<file path="src/rtl/serial_sub_ctrl.sv">
// serial_sub_ctrl: bit-serial subtractor controller.
// Computes {bout, diff} = a - b - bin one bit per clock, LSB first, through a single
// full-subtractor cell. Sequence: IDLE -> RUN (WIDTH cycles) -> DONE (1 cycle) -> IDLE.
//
// Ports:
//   clk    in   clock, rising edge
//   rst    in   synchronous active-high reset
//   start  in   begin a subtraction (honoured only in IDLE)
//   a, b   in   minuend / subtrahend, captured with start
//   bin    in   borrow-in, captured with start
//   busy   out  high in RUN
//   done   out  one-cycle pulse in DONE; diff/bout valid
//   diff   out  (a - b - bin) mod 2^WIDTH, held until the next accepted start
//   bout   out  final borrow-out, held until the next accepted start
module serial_sub_ctrl #(
  parameter int unsigned WIDTH = 8
) (
  input  logic             clk,
  input  logic             rst,
  input  logic             start,
  input  logic [WIDTH-1:0] a,
  input  logic [WIDTH-1:0] b,
  input  logic             bin,
  output logic             busy,
  output logic             done,
  output logic [WIDTH-1:0] diff,
  output logic             bout
);

  localparam int unsigned CntW = (WIDTH > 1) ? $clog2(WIDTH) : 1;
  localparam logic [CntW-1:0] CntLast = CntW'(WIDTH - 1);

  typedef enum logic [1:0] {
    StIdle = 2'd0,
    StRun  = 2'd1,
    StDone = 2'd2
  } state_e;

  state_e           state_q, state_d;
  logic [WIDTH-1:0] a_q, a_d;
  logic [WIDTH-1:0] b_q, b_d;
  logic [WIDTH-1:0] diff_q, diff_d;
  logic             brw_q, brw_d;
  logic             bout_q, bout_d;
  logic [CntW-1:0]  cnt_q, cnt_d;
  logic             fs_d;
  logic             fs_borr;

  FullSubtractor u_fs (
    .A       (a_q[0]),
    .B       (b_q[0]),
    .C       (brw_q),
    .D       (fs_d),
    .Borr_out(fs_borr)
  );

  always_comb begin
    state_d = state_q;
    a_d     = a_q;
    b_d     = b_q;
    diff_d  = diff_q;
    brw_d   = brw_q;
    bout_d  = bout_q;
    cnt_d   = cnt_q;
    unique case (state_q)
      StIdle: begin
        if (start) begin
          a_d     = a;
          b_d     = b;
          brw_d   = bin;
          cnt_d   = '0;
          state_d = StRun;
        end
      end
      StRun: begin
        // Result bits enter at the MSB so after WIDTH shifts bit 0 sits at the LSB.
        diff_d = {fs_d, diff_q[WIDTH-1:1]};
        brw_d  = fs_borr;
        a_d    = a_q >> 1;
        b_d    = b_q >> 1;
        if (cnt_q == CntLast) begin
          bout_d  = fs_borr;
          state_d = StDone;
        end else begin
          // Held on the last bit so the counter never wraps inside RUN.
          cnt_d = cnt_q + CntW'(1);
        end
      end
      StDone: begin
        state_d = StIdle;
      end
      default: begin
        state_d = StIdle;
      end
    endcase
  end

  always_ff @(posedge clk) begin
    if (rst) begin
      state_q <= StIdle;
      a_q     <= '0;
      b_q     <= '0;
      diff_q  <= '0;
      brw_q   <= 1'b0;
      bout_q  <= 1'b0;
      cnt_q   <= '0;
    end else begin
      state_q <= state_d;
      a_q     <= a_d;
      b_q     <= b_d;
      diff_q  <= diff_d;
      brw_q   <= brw_d;
      bout_q  <= bout_d;
      cnt_q   <= cnt_d;
    end
  end

  // Moore outputs straight from the state register.
  assign busy = (state_q == StRun);
  assign done = (state_q == StDone);
  assign diff = diff_q;
  assign bout = bout_q;

endmodule

// Single-bit full subtractor: D = A - B - C, Borr_out set when A < B + C.
module FullSubtractor (
  input  logic A,
  input  logic B,
  input  logic C,
  output logic D,
  output logic Borr_out
);

  assign D        = A ^ B ^ C;
  assign Borr_out = (~A & B) | (~(A ^ B) & C);

endmodule

</file>
<file path="config.mk">
export PLATFORM = sky130hd
export DESIGN_NAME = serial_sub_ctrl
export DESIGN_NICKNAME = d
export VERILOG_FILES = /design/src/rtl/serial_sub_ctrl.sv
export SDC_FILE = /design/constraint.sdc
export NUM_CORES = 1
export LEC_CHECK = 0
export ABC_AREA = 1
export ABC_CLOCK_PERIOD_IN_PS = 4150
export BUFFER_PORTS_ARGS = -buffer_cell sky130_fd_sc_hd__buf_4
export CORE_MARGIN = 5
export CORE_UTILIZATION = 50
export DETAILED_ROUTE_END_ITERATION = 8
export PLACE_DENSITY = 0.74
export REMOVE_ABC_BUFFERS = 1
export SKIP_LAST_GASP = 1
export SLEW_MARGIN = 10
export SYNTH_ARGS = -nofsm -noshare
export SYNTH_HDL_FRONTEND = slang
export SYNTH_SLANG_ARGS = --single-unit
</file>
<file path="constraint.sdc">
create_clock -name clk -period 4.15 [get_ports clk]
set_clock_uncertainty 0.15 [all_clocks]
set_input_delay 0.83 -clock clk [delete_from_list [all_inputs] [get_ports clk]]
set_output_delay 0.83 -clock clk [all_outputs]
set_load 0.02 [all_outputs]
</file>
=== Yosys cells after proc, flatten, opt, wreduce, memory -nomap -nowiden ===
Index checks and enable logic that the tools add are counted.

* Eq/ne operators: 6
* Bitwise operators: 7
* Multiplexer cells: 12
* Add/sub/neg operators: 1
* Reduce and logical (&&, ||, !) cells: 6

{| class="wikitable"
|+ Operators by type and width
! kind !! number
|-
| 8-bit case mux with 2 select lines || 2
|-
| 8-bit two-way mux || 2
|-
| 3-bit two-way mux || 2
|-
| 3-bit case mux with 2 select lines || 1
|-
| 2-bit AND reduction || 3
|-
| 2-bit two-way mux || 2
|-
| 2-bit != test (second input constant) || 2
|-
| 2-bit case mux with 2 select lines || 1
|-
| 3-bit by 1-bit adder with 3-bit output (second input constant) || 1
|-
| 3-bit equality test (second input constant) || 1
|-
| 3-bit AND reduction || 1
|-
| 1-bit bitwise AND || 2
|-
| 2-bit by 1-bit equality test with 1-bit output (second input constant) || 1
|-
| 2-bit equality test (second input constant) || 1
|-
| 2-bit logical NOT || 1
|-
| 2-bit by 1-bit != test with 1-bit output (second input constant) || 1
|-
| 1-bit inverter || 2
|-
| 1-bit case mux with 2 select lines || 1
|-
| 2-bit nonzero test || 1
|-
| 1-bit bitwise XOR || 2
|-
| 1-bit two-way mux || 1
|-
| 1-bit bitwise OR || 1
|}

* Logic and storage cells: 39
* Flip-flop bits (word level): 31
* Input bits: 20

=== Depth between registers and ports, before layout ===
* Word-level depth: 5
* Mapped depth: 8
* Mapped depth without buffers: 7

=== Modules after synthesis ===
Synthesis repeated with hierarchy kept, for this count alone.

* Cells, all modules: 196
* Area, all modules: 1383.8 um2

{| class="wikitable"
|+ By module, submodules not included
! module !! cells an instance !! times used !! seq. area each (um2) !! area each (um2)
|-
| serial_sub_ctrl || 192 || 1 || 620.6 || 1352.5
|-
| FullSubtractor || 4 || 1 || 0.0 || 31.3
|}

=== Worst setup path after synthesis ===
Ideal clock, no wire load.

* Kind: reg-to-output
* Start point: register state_q[0]
* End point: output port busy
* Path slack: 2.410 ns
* Data arrival time: 0.760 ns
* Required time: 3.170 ns
* Cell stages (with the launch flop): 5
* Buffers on the path: 2
* Cell sequence: dfxtp_1 -> buf_6 -> inv_2 -> nor2_2 -> buf_6

* Longest elaborated chain between the ends: 1

{| class="wikitable"
|+ Ends and longest elaborated chain
! what !! RTL line !! source
|-
| start: declaration || 39 || <nowiki>state_e state_q, state_d;</nowiki>
|-
| start signal: assignment || 100 || <nowiki>state_q <= StIdle;</nowiki>
|-
| start signal: assignment || 108 || <nowiki>state_q <= state_d;</nowiki>
|-
| 2-bit by 1-bit equality test with 1-bit output || 119 || <nowiki>assign busy = (state_q == StRun);</nowiki>
|-
| end: declaration || 24 || <nowiki>output logic busy,</nowiki>
|}

Every way passes these cells.

=== Worst setup path in the final report ===
Same ends and word-level chain as after synthesis.

==> reports/results.txt <==
CTS Hold Buffers Added: 0
Final setup vio count: 0
Fill cell count: 269
Inst Count DP: 270
Worst Path Required: 3.17 ns
Congestion Overflow GR: 0
DR WL/cell: 9.28 um
Die X: 63.8 um
# Post-CTS Setup Buffers: 0
Fraction of registers with async set/reset: 0%
Leading area contributor after synthesis: dfxtp_1
Critical path origin: state_q[0]$_SDFFE_PP0P_
Max Cap Violations: 0
DRC: 0
Clock latency on the worst-skew pair: 0.33 ns
Layout Area Growth over Synthesis: 18.2%
Mapped cell area: 1450 um^2
F_max: 0.394 GHz
Min Hold Slack: 0.324 ns
Drt pass-1 iters: 4
Final GP Congestion: 0.781
Measured slew at the worst slew-check pin: 1.08 ns
Final period util: 61.2%
Layout cell share with drive strength beyond 1: 17.0%
Worst VDD drop: 278 uV
Syn. warnings: 0
Register area share after synthesis: 42.9%
PwrDens: 377 nW/um^2
Core area: 2760 um^2
Total CTS buffers: 5
Largest net degree at the start of global routing: 37
Setup TNS: 0 ns
PortBufs: 30
Relative slew slack: 27.8%
Final nets: 269
Gr usage total: 13.9%
Max FO, Critical Path: 13
Area contributors post-synth: dfxtp_1, nand2_1, nor2_1, inv_1, o21ai_1
HP Class: reg -> reg
Rows: 19
Initial cell density of the core: 52.5%
Tot Pwr: 0.000644 W
Reg-to-reg startpoint: state_q[0]$_SDFFE_PP0P_
DP Wirelength: 1.76 mm
Leakage power: 0.870 nW
CTS tree: built
Synth Register Bits: 31
Cts repair resizes: 0
IO Pins: 31
Hold path start: a_q[7]$_SDFFE_PP0P_
ANT cells: 0
Mapped Cells: 219
Worst-path clk slew: 0.08 ns
Max Root-Sink Buffers: 2
Most frequent cell after synthesis: nand2_1
H-Tree Depth: 2
Root Driver: clkbuf_4
Ys flop type: dfxtp_1
Via count: 1295
Die area: 4070 um^2
CP startpoint kind: register
Worst EP arrival: 1.56 ns
Crit Path Class: reg -> out
Antenna violations before repair: 0
Top cells by count, synth: nand2_1, nor2_1, dfxtp_1, inv_1, o21ai_1
Synth top area share: 42.9%
Vias in the first global route: 1086
Post-Layout Cell Count: 278
Final worst path period need: 2.54 ns
Die H: 63.8 um
Global-route wire length before repair: 4.64 mm
Vias per inst: 4.66
Max-slew violations: 0
Fin util: 62.0%
Synth unique cells: 18
Clock Sink Count: 31
Antenna Nets Post-Route: 0
RSZ-0062 raised after global routing: no
Outcome: finished clean
Syn avg cell area: 6.60 um^2
Worst Setup End Kind: primary output
Post-Route WL: 2.58 mm
Drt first-iter violations: 84
Final hold vios: 0
Post-synth EDFFs: 0
[path summary, 6_finish.rpt]
kind	to	slack, ns	depth (start not counted)
setup / recovery	busy	1.61	3
setup reg to reg	b_q[7]$_SDFFE_PP0P_	2.33	3
hold / removal	a_q[7]$_SDFFE_PP0P_	0.32	2
hold reg to reg	a_q[7]$_SDFFE_PP0P_	0.32	2
[critical path, stage by stage (launching register included)]
cell	delay [ns]
dfxtp_1	0.54
inv_2	0.06
nor2_2	0.41
buf_4	0.24
[report_power, final]
part | switching (W) | leakage [nW] | internal [W] | total [W]
sequential | 0.0000111 | 0.256 | 0.000320 | 0.000331
clock | 0.0000985 | 0.0386 | 0.0000996 | 0.000198
combinational | 0.0000665 | 0.576 | 0.0000484 | 0.000115
[state kept, by name, indices dropped and copies added (netlist names)]
register	flops
a_q	8
b_q	8
bout	1
brw_q	1
cnt_q	3
diff	8
state_q	2
[cells in the final DEF (no fill, tap or decap)]
master    instances
nand2_4           1
o21ai_2           1
inv_2             2
clkbuf_4          5
nand3_1           6
clkbuf_8          2
dfxtp_1          31
o21ai_0           9
inv_1            21
nor2_2            1
a21oi_1           3
buf_4            30
fa_1              1
nand2_1          62
nor2_1           56
ha_1              2
clkbuf_1          1
o21ai_1          13
[area by class of cell]
| type | instances | area [um^2] | area share (%) |
|---|---|---|---|
| clock buffer | 8 | 68.8 | 4.03 |
| timing repair buffer | 30 | 225 | 13.2 |
| multi-input combinational | 155 | 669 | 39.2 |
| sequential | 31 | 621 | 36.3 |
| tap | 31 | 38.8 | 2.27 |
| inverter | 23 | 86.3 | 5.05 |
[layer usage]
metal	track usage (%)	share of wire, %	vias up
met2	20.5	43	30
met1	18.0	49	538
met5	0	0	-
met4	6.23	1.8	0
li1	-	-	720
met3	5.25	6.6	7
[metrics by stage]
step	worst slack (ns)	cell area, um^2
6_report	1.61	1710
5_1_grt	1.48	1710
4_1_cts	1.59	1710
3_5_place_dp	1.82	1640
3_3_place_gp	1.83	1640
2_1_floorplan	2.22	1380
[kinds of logic (layout without fill, tap and decap cells)]
family,Yosys count,in the layout,synth area share [%]
AO/OA/AOI/OAI,26,26,9.26
flip-flops,31,31,42.9
AND/OR/NAND/NOR,126,126,33.9
buffers and inverters,33,61,10.8
adder cells (fa/ha/maj),3,3,3.11
Power figures use the tool's default switching activity.
